### src/rtl/eth_pkg.sv
// eth_pkg: shared types and constants for the RMII receive framer.
package eth_pkg;

  typedef enum logic [2:0] {
    IDLE,
    PREAMBLE,
    DATA,
    CHECK,
    DROP
  } rx_state_t;

  localparam logic [1:0]  PREAMBLE_DIBIT          = 2'b01;
  localparam logic [1:0]  SFD_DIBIT               = 2'b11;

  localparam int          MIN_PREAMBLE_DIBITS_DEF = 8;
  localparam int          MIN_FRAME_BYTES_DEF     = 64;
  localparam int          MAX_FRAME_BYTES_DEF     = 1522;
  localparam logic [31:0] CRC_RESIDUE_DEF         = 32'h2144DF1C;

  // frame_err bit positions: {align, oversize, runt}
  localparam int          ERR_RUNT                = 0;
  localparam int          ERR_OVERSIZE            = 1;
  localparam int          ERR_ALIGN               = 2;

endpackage

### src/rtl/eth_dibit_packer.sv
// eth_dibit_packer: packs RMII dibits LSB-first into bytes and exposes the
// dibit phase so the framer can detect a frame ending mid-byte.
module eth_dibit_packer
  import eth_pkg::*;
(
  input  logic       eth_clk,
  input  logic       rst_in,
  input  logic       clr,
  input  logic       en,
  input  logic [1:0] dibit,
  output logic [7:0] byte_out,
  output logic       byte_valid,
  output logic [1:0] phase
);

  logic [5:0] shift_q;

  // Phase counter and byte strobe; the fourth dibit completes a byte
  always_ff @(posedge eth_clk or negedge rst_in) begin
    if (!rst_in) begin
      phase      <= 2'd0;
      byte_valid <= 1'b0;
      byte_out   <= 8'd0;
    end else begin
      byte_valid <= 1'b0;
      if (clr) begin
        phase <= 2'd0;
      end else if (en) begin
        phase <= phase + 2'd1;
        if (phase == 2'd3) begin
          byte_out   <= {dibit, shift_q};
          byte_valid <= 1'b1;
        end
      end
    end
  end

  // Data shift register: earliest dibit ends up in the low bits
  always_ff @(posedge eth_clk) begin
    if (en) shift_q <= {dibit, shift_q[5:2]};
  end

endmodule

### src/rtl/eth_rmii_rx_framer.sv
// eth_rmii_rx_framer: RMII receive framer. Detects preamble/SFD, feeds
// eth_crc32 with frame dibits, assembles bytes and reports frame status.
// Optional build macro ETH_RX_STATS_EN adds saturating frame counters.
module eth_rmii_rx_framer
  import eth_pkg::*;
#(
  parameter int          MIN_PREAMBLE_DIBITS = MIN_PREAMBLE_DIBITS_DEF,
  parameter int          MIN_FRAME_BYTES     = MIN_FRAME_BYTES_DEF,
  parameter int          MAX_FRAME_BYTES     = MAX_FRAME_BYTES_DEF,
  parameter logic [31:0] CRC_RESIDUE         = CRC_RESIDUE_DEF
) (
  input  logic        eth_clk,
  input  logic        rst_in,
  input  logic        eth_crsdv,
  input  logic [1:0]  eth_rxd,
  input  logic [31:0] crc_in,
  output logic        crc_rst,
  output logic        crc_active,
  output logic [1:0]  crc_rxd,
  output logic [7:0]  byte_out,
  output logic        byte_valid,
  output logic        frame_done,
  output logic        frame_ok,
  output logic [2:0]  frame_err
`ifdef ETH_RX_STATS_EN
  ,
  output logic [15:0] stat_good,
  output logic [15:0] stat_crc_err,
  output logic [15:0] stat_len_err
`endif
);

  localparam logic [7:0]  MIN_PRE = 8'(MIN_PREAMBLE_DIBITS);
  localparam logic [10:0] MIN_LEN = 11'(MIN_FRAME_BYTES);
  localparam logic [10:0] MAX_LEN = 11'(MAX_FRAME_BYTES);

  logic        crsdv_q;
  logic [1:0]  rxd_q;
  rx_state_t   state_q, state_d;
  logic [7:0]  pre_cnt_q;
  logic [10:0] byte_cnt_q;
  logic        align_q;
  logic        chk_cnt_q;
  logic        idle_cnt_q;
  logic        armed_q;
  logic        sfd, take, enter_check, arm;
  logic        done_d, ok_d;
  logic [2:0]  err_d;
  logic        runt;
  logic [1:0]  phase;

  assign runt = (byte_cnt_q < MIN_LEN);

  // Carrier sense input register
  always_ff @(posedge eth_clk or negedge rst_in) begin
    if (!rst_in) crsdv_q <= 1'b0;
    else         crsdv_q <= eth_crsdv;
  end

  // Dibit input register (pure data)
  always_ff @(posedge eth_clk) begin
    rxd_q <= eth_rxd;
  end

  // State register
  always_ff @(posedge eth_clk or negedge rst_in) begin
    if (!rst_in) state_q <= IDLE;
    else         state_q <= state_d;
  end

  // Next state and per-cycle control decisions
  always_comb begin
    state_d     = state_q;
    sfd         = 1'b0;
    take        = 1'b0;
    enter_check = 1'b0;
    arm         = 1'b0;
    done_d      = 1'b0;
    ok_d        = 1'b0;
    err_d       = 3'b000;
    case (state_q)
      IDLE: begin
        // Until the line has been seen idle since reset, a burst in
        // progress must not be mistaken for a new preamble.
        if (!armed_q)                                   state_d = DROP;
        else if (crsdv_q && rxd_q == PREAMBLE_DIBIT)    state_d = PREAMBLE;
      end
      PREAMBLE: begin
        if (!crsdv_q) begin
          state_d = DROP;
        end else if (rxd_q == PREAMBLE_DIBIT) begin
          state_d = PREAMBLE;
        end else if (rxd_q == SFD_DIBIT && pre_cnt_q >= MIN_PRE) begin
          state_d = DATA;
          sfd     = 1'b1;
        end else begin
          state_d = DROP;
        end
      end
      DATA: begin
        if (byte_cnt_q > MAX_LEN) begin
          state_d             = DROP;
          done_d              = 1'b1;
          err_d[ERR_OVERSIZE] = 1'b1;
        end else if (!crsdv_q) begin
          state_d     = CHECK;
          enter_check = 1'b1;
        end else begin
          take = 1'b1;
        end
      end
      CHECK: begin
        // Second CHECK cycle: the CRC result has settled
        if (chk_cnt_q) begin
          state_d         = DROP;
          done_d          = 1'b1;
          err_d[ERR_ALIGN] = align_q;
          err_d[ERR_RUNT]  = runt;
          ok_d            = (crc_in == CRC_RESIDUE) && !align_q && !runt;
        end
      end
      DROP: begin
        if (!crsdv_q && idle_cnt_q) begin
          state_d = IDLE;
          arm     = 1'b1;
        end
      end
      default: state_d = IDLE;
    endcase
  end

  // Preamble, byte, check and idle counters plus sticky frame flags
  always_ff @(posedge eth_clk or negedge rst_in) begin
    if (!rst_in) begin
      pre_cnt_q  <= 8'd0;
      byte_cnt_q <= 11'd0;
      align_q    <= 1'b0;
      chk_cnt_q  <= 1'b0;
      idle_cnt_q <= 1'b0;
      armed_q    <= 1'b0;
    end else begin
      if (state_q == IDLE)
        pre_cnt_q <= 8'd1;
      else if (state_q == PREAMBLE && rxd_q == PREAMBLE_DIBIT && pre_cnt_q != 8'hFF)
        pre_cnt_q <= pre_cnt_q + 8'd1;

      if (sfd)
        byte_cnt_q <= 11'd0;
      else if (take && phase == 2'd3 && byte_cnt_q != 11'h7FF)
        byte_cnt_q <= byte_cnt_q + 11'd1;

      if (sfd)              align_q <= 1'b0;
      else if (enter_check) align_q <= (phase != 2'd0);

      chk_cnt_q  <= (state_q == CHECK) ? ~chk_cnt_q : 1'b0;
      idle_cnt_q <= (state_q == DROP) && !crsdv_q;
      if (arm) armed_q <= 1'b1;
    end
  end

  // Registered CRC feed and frame status outputs
  always_ff @(posedge eth_clk or negedge rst_in) begin
    if (!rst_in) begin
      crc_rst    <= 1'b0;
      crc_active <= 1'b0;
      crc_rxd    <= 2'b00;
      frame_done <= 1'b0;
      frame_ok   <= 1'b0;
      frame_err  <= 3'b000;
    end else begin
      crc_rst    <= sfd;
      crc_active <= take;
      if (take) crc_rxd <= rxd_q;
      frame_done <= done_d;
      frame_ok   <= ok_d;
      frame_err  <= err_d;
    end
  end

  eth_dibit_packer u_packer (
    .eth_clk    (eth_clk),
    .rst_in     (rst_in),
    .clr        (sfd),
    .en         (take),
    .dibit      (rxd_q),
    .byte_out   (byte_out),
    .byte_valid (byte_valid),
    .phase      (phase)
  );

`ifdef ETH_RX_STATS_EN
  // Saturating per-category frame counters; length errors take precedence
  always_ff @(posedge eth_clk or negedge rst_in) begin
    if (!rst_in) begin
      stat_good    <= 16'd0;
      stat_crc_err <= 16'd0;
      stat_len_err <= 16'd0;
    end else if (done_d) begin
      if (err_d[ERR_RUNT] || err_d[ERR_OVERSIZE]) begin
        if (stat_len_err != 16'hFFFF) stat_len_err <= stat_len_err + 16'd1;
      end else if (ok_d) begin
        if (stat_good != 16'hFFFF) stat_good <= stat_good + 16'd1;
      end else begin
        if (stat_crc_err != 16'hFFFF) stat_crc_err <= stat_crc_err + 16'd1;
      end
    end
  end
`endif

endmodule

### config.mk
export PLATFORM = sky130hd
export DESIGN_NAME = eth_rmii_rx_framer
export DESIGN_NICKNAME = d
export VERILOG_FILES = /design/src/rtl/eth_pkg.sv /design/src/rtl/eth_dibit_packer.sv /design/src/rtl/eth_rmii_rx_framer.sv
export SDC_FILE = /design/constraint.sdc
export NUM_CORES = 1
export LEC_CHECK = 0
export ABC_AREA = 1
export CAP_MARGIN = 40
export CELL_PAD_IN_SITES_DETAIL_PLACEMENT = 0
export CELL_PAD_IN_SITES_GLOBAL_PLACEMENT = 2
export CORE_MARGIN = 2
export CORE_UTILIZATION = 34
export CTS_BUF_LIST = sky130_fd_sc_hd__clkbuf_2 sky130_fd_sc_hd__clkbuf_4 sky130_fd_sc_hd__clkbuf_8
export DETAILED_ROUTE_END_ITERATION = 7
export PLACE_DENSITY = 0.95
export SLEW_MARGIN = 20
export SYNTH_ARGS = -nofsm -noshare
export SYNTH_HDL_FRONTEND = slang
export SYNTH_HIERARCHICAL = 1
export SYNTH_SLANG_ARGS = --single-unit
### constraint.sdc
create_clock -name eth_clk -period 4.42 [get_ports eth_clk]
set_clock_uncertainty 0.2 [all_clocks]
set_input_delay 0.663 -clock eth_clk [delete_from_list [all_inputs] [get_ports eth_clk]]
set_output_delay 0.663 -clock eth_clk [all_outputs]
set_load 0.02 [all_outputs]
Word level (Yosys, flattened, before mapping)
Index checks and enable logic that the tools add are counted.
- flip-flop bits (word level): 55
- input port bits: 37
- output and inout port bits: 18
- logic and storage cells: 106
- add/sub/neg operators: 3
- $lt $le $gt $ge: 3
- equal/unequal tests: 14
- multiplexer cells: 44
- bitwise logic cells: 2
- reduce and logical (&&, ||, !) cells: 21
- operator list (operator ; count):
    $eq A32 B30 Y1 const B ; 1
    $mux W1 ; 27
    $mux W3 ; 9
    $mux W11 ; 2
    $mux W8 ; 2
    $pmux W3 S5 ; 1
    $add A11 B1 Y11 const B ; 1
    $gt A11 B11 Y1 const B ; 1
    $lt A11 B7 Y1 const B ; 1
    $ne A11 B11 Y1 const B ; 1
    $logic_and A1 B1 Y1 ; 10
    $reduce_bool A2 Y1 ; 5
    $add A8 B1 Y8 const B ; 1
    $ge A8 B4 Y1 const B ; 1
    $ne A8 B8 Y1 const B ; 1
    $eq A3 B2 Y1 const B ; 2
    $ne A3 B3 Y1 const B ; 2
    $eq A2 B2 Y1 const B ; 2
    $mux W2 ; 2
    $ne A2 B2 Y1 const B ; 2
    $reduce_and A4 Y1 ; 1
    $eq A3 B1 Y1 const B ; 1
    $eq A3 B3 Y1 const B ; 1
    $logic_not A1 Y1 ; 3
    6 further kinds ; 7

Depth between registers and ports, before layout
- depth after elaboration: 8
- mapped depth: 10
- gate-level depth less buffers: 10

By module
Netlist, hierarchy kept.
- modules (own cells, without submodules) (module ; times used ; cells an instance ; area each (µm²) ; seq. area each (µm²)):
    eth_rmii_rx_framer ; 1 ; 276 ; 2114.5 ; 940.9
    eth_dibit_packer ; 1 ; 55 ; 664.4 ; 455.4

Least setup slack after synthesis
Ideal clock, no wire load.
- path type: reg-to-reg
- from: register state_q[2]
- to: register u_packer.phase[0]
- setup time: 0.074 ns
- arrival: 1.523 ns
- required time: 4.146 ns
- setup slack: 2.623 ns
- cell stages (with the launch flop): 9
- buffers on the path: 1
- period minus slack after synthesis: 1.797 ns
- path through: dfrtp_1 inv_1 nand2_1 nor2_1 nand3_2 inv_2 buf_6 nand2_2 o21ai_2
- word-level cells in the longest chain between the ends: 3
- elaborated cells on any way between the ends: 6
- those cells by class: eq/ne (2); mux (3); reduce/logical (1)
- RTL lines (item ; line ; RTL):
    from (decl) ; eth_rmii_rx_framer.sv:39 ; rx_state_t state_q, state_d;
    from (signal assigned) ; eth_rmii_rx_framer.sv:68 ; else state_q <= state_d;
    $eq A3 B2 Y1 ; eth_rmii_rx_framer.sv:81 ; case (state_q)
    $mux W1 ; eth_rmii_rx_framer.sv:81 ;
    net take ; eth_rmii_rx_framer.sv:46 ; logic sfd, take, enter_check, arm;
    $reduce_bool A2 Y1 (no source line) ; n/a ;
    to (signal assigned) ; eth_dibit_packer.sv:29 ; phase <= phase + 2'd1;
    to (decl) ; eth_dibit_packer.sv:13 ; output logic [1:0] phase
The timed path passes the listed nets, and every way through them passes these cells.
A chain may end at the register's enable or synchronous reset.

Final worst setup path
- from: register state_q[1]
- to: register u_packer.byte_out[5]
- word-level cells in the longest chain between the ends: 4
- elaborated cells on any way between the ends: 6
- those cells by class: eq/ne (2); mux (2); bitwise (1); reduce/logical (1)
- RTL lines (item ; line ; RTL):
    $eq A3 B1 Y1 ; eth_rmii_rx_framer.sv:81 ;
    $mux W1 ; eth_rmii_rx_framer.sv:81 ;
    net sfd ; eth_rmii_rx_framer.sv:46 ;
    $not A1 Y1 (no source line) ; n/a ;
    $reduce_and A3 Y1 (no source line) ; n/a ;
    to (signal assigned) ; eth_dibit_packer.sv:31 ; byte_out <= {dibit, shift_q};
    to (decl) ; eth_dibit_packer.sv:11 ; output logic [7:0] byte_out,
The timed path passes the listed nets, and every way through them passes these cells.

==> results.txt <==
Antenna Nets Post-Route = 0
layout cell share with drive strength beyond 1 = 7.25%
# IOs = 55
Final #Nets = 426
Num CTS Buffers = 5
Detailed Route WL = 5.75 mm
gr ovfl total = 0
worst path cell trace = nor3_4, nand4_2, inv_1, inv_2, nand3_4, nand2_1, nand2_1
status = completed
worst reg2reg startpoint = state_q[1]$_DFFE_PN0P_
Final Power = 0.998 mW
Post-CTS Hold Buffers = 0
top cells by area, synth = dfrtp_1 (42%), nand2_1 (14%), edfxtp_1 (6.5%), nand3_1 (5.6%), inv_1 (5.0%)
clk slew on worst S/H paths = 100 ps
P_leak = 1.68 nW
# H-tree levels = 2
WL met3 = 174 µm
clk sink count = 55
diodes inserted = 0
DRT iter0 DRCs = 101
synthesized area = 2780 µm²
met1 wire length = 2.78 mm
first-pass GRT wire length = 9.89 mm
TritonRoute pass-1 iters = 4
Main synth FF type = dfrtp_1
Die W = 94.4 µm
Critical Path Fanout Max = 23
library cells used by synthesis = 38
area grow syn2layout = 25.3%
Crit Path Category = reg2reg
CP arrival = 2440 ps
RSZ-0062 raised after global routing = false
Post-synth EDFFs = 6
area of the core = 7810 µm²
cts repair resizes = 0
initial antenna violation count = 0
slowest cell on the critical path = nand4_2
Fin. Hold Viols = 0
drc violations = 0
fillers = 770
Vias/cell = 4.60
synthesized area per cell = 8.40 µm²
post-DP HPWL = 4.23 mm
crit path launch = state_q[1]$_DFFE_PN0P_
Rel. slew slack = 56.3%
clk_lat worst skew = 310 ps
Final GP Congestion = 0.752
Fin Setup TNS = 0 ps
TritonCTS clock tree = built
Layout Utilization = 44.6%
Async SR Flop Fraction = 85.5%
CTS Buffer Depth = 2
max layer used = met4
pin count of the biggest net entering global routing = 48
clk root buf = clkbuf_8
starting density of the core = 35.6%
final max-slew violation count = 0
top-count cell post-synth = nand2_1
cell taking the most area after synthesis = dfrtp_1
area share of the largest cell type after synthesis = 42.3%
Required @ worst endpoint = 4470 ps
Mapped Nets = 372
Core Rows = 32
post-synthesis instance total = 331
GRT Util Overall = 13.9%
vias = 2246
minimum clock period = 2390 ps
endpoint class of the critical path = flop
#FFs+latches synth = 55
Routed WL per cell = 11.8 µm
Synthesis Warnings = 6
PortBufs = 54
sequential share of the synthesized area = 50.2%
HP Class = in2async
most used cell along the critical path = nand2_1
Critical Path Start Type = flop
Post-CTS Repair Setup Buffers = 0
peak supply drop = 0.194 mV
crit share post-route = 54.0%
Post-synth top cells = nand2_1 (100), dfrtp_1 (47), inv_1 (37), nand3_1 (31), nor2_1 (24)
met2 wire len = 2.74 mm
vias in the first global route = 2166
Die Ht = 94.4 µm
pwr/cell area = 286 nW/µm²
max_cap viols = 0
FMAX = 419 MHz
Tightest Pin Transition = 654 ps
die area = 8910 µm²
setup violators final = 0
Crit path largest cell delay = 570 ps
## state kept, by name, indices dropped and copies added (netlist names), 2 cells and up
signal,cells
rxd_q,2
state_q,3
u_packer/byte_out,8
byte_cnt_q,11
u_packer/phase,2
pre_cnt_q,8
crc_rxd,2
frame_err,3
u_packer/shift_q,6
## worst max-delay path: cells and delay by family (launching register included)
family | cells | cell delay, ps
buf+inv | 2 | 570
flops | 1 | 440
simple gates | 5 | 1130
## layout by cell type, fill, tap and decap left out, drive strengths merged, types with 5 or more instances in the layout
cell | Yosys | routed
o21ai | 11 | 11
edfxtp | 6 | 6
nor2 | 25 | 25
dfrtp | 47 | 47
xor2 | 5 | 5
inv | 39 | 40
clkbuf | 0 | 5
clkdlybuf4s50 | 0 | 53
nand2 | 103 | 103
a21oi | 5 | 5
nand3 | 35 | 35
nand4 | 16 | 16
nor3 | 8 | 8
## power breakdown
part | internal, mW | switching [mW]
sequential | 0.532 | 0.0218
clock | 0.114 | 0.169
combinational | 0.0673 | 0.0944
## kinds of logic after synthesis
kind of cell    after synthesis  synth area share [%]
buf+inv                      47                  7.43
compound gates               20                  4.19
fa+ha+maj                     4                  1.80
xor+xnor                      7                  2.21
flops                        55                  50.2
simple gates                198                  34.1
## final timing paths
kind / endpoint / slack, ps / cells after the start
min in group eth_clk: u_packer/shift_q[3]$_DFFE_PP_ / 260 / 0
worst max-delay path: u_packer/byte_out[5]$_DFFE_PN0P_ / 2030 / 7
worst min-delay path: pre_cnt_q[3]$_DFFE_PN0P_ / 240 / 2
max in group asynchronous: frame_ok$_DFF_PN0_ / 3380 / 2
worst min register to register: u_packer/shift_q[3]$_DFFE_PP_ / 260 / 0
worst max register to register: u_packer/byte_out[5]$_DFFE_PN0P_ / 2030 / 7
## final cells by class
type,instances,area [µm²],area share (%)
sequential,55,1400,40.1
multi-input combinational,229,1180,33.8
timing repair buffer,55,543,15.6
inverter,39,146,4.20
tap,102,128,3.67
clock buffer,5,68.8,1.98
clock inverter,3,23.8,0.683
## metrics by stage
stage          hold WS, ps  worst slack, ps  cells  area [µm²]
2_1_floorplan          167             2620    331        2780
3_3_place_gp           234             2110    480        3390
3_5_place_dp           241             2000    480        3390
4_1_cts                260             1990    488        3480
5_1_grt                269             1770    488        3480
6_report               241             2030    488        3480
## layer usage
layer  vias to the layer above  track usage, %
met3                         4            2.39
met1                      1028            19.5
met4                         0            3.62
met5                         -               0
li1                       1181               -
met2                        33            22.2
No activity file was read; power rests on OpenSTA's default activity.
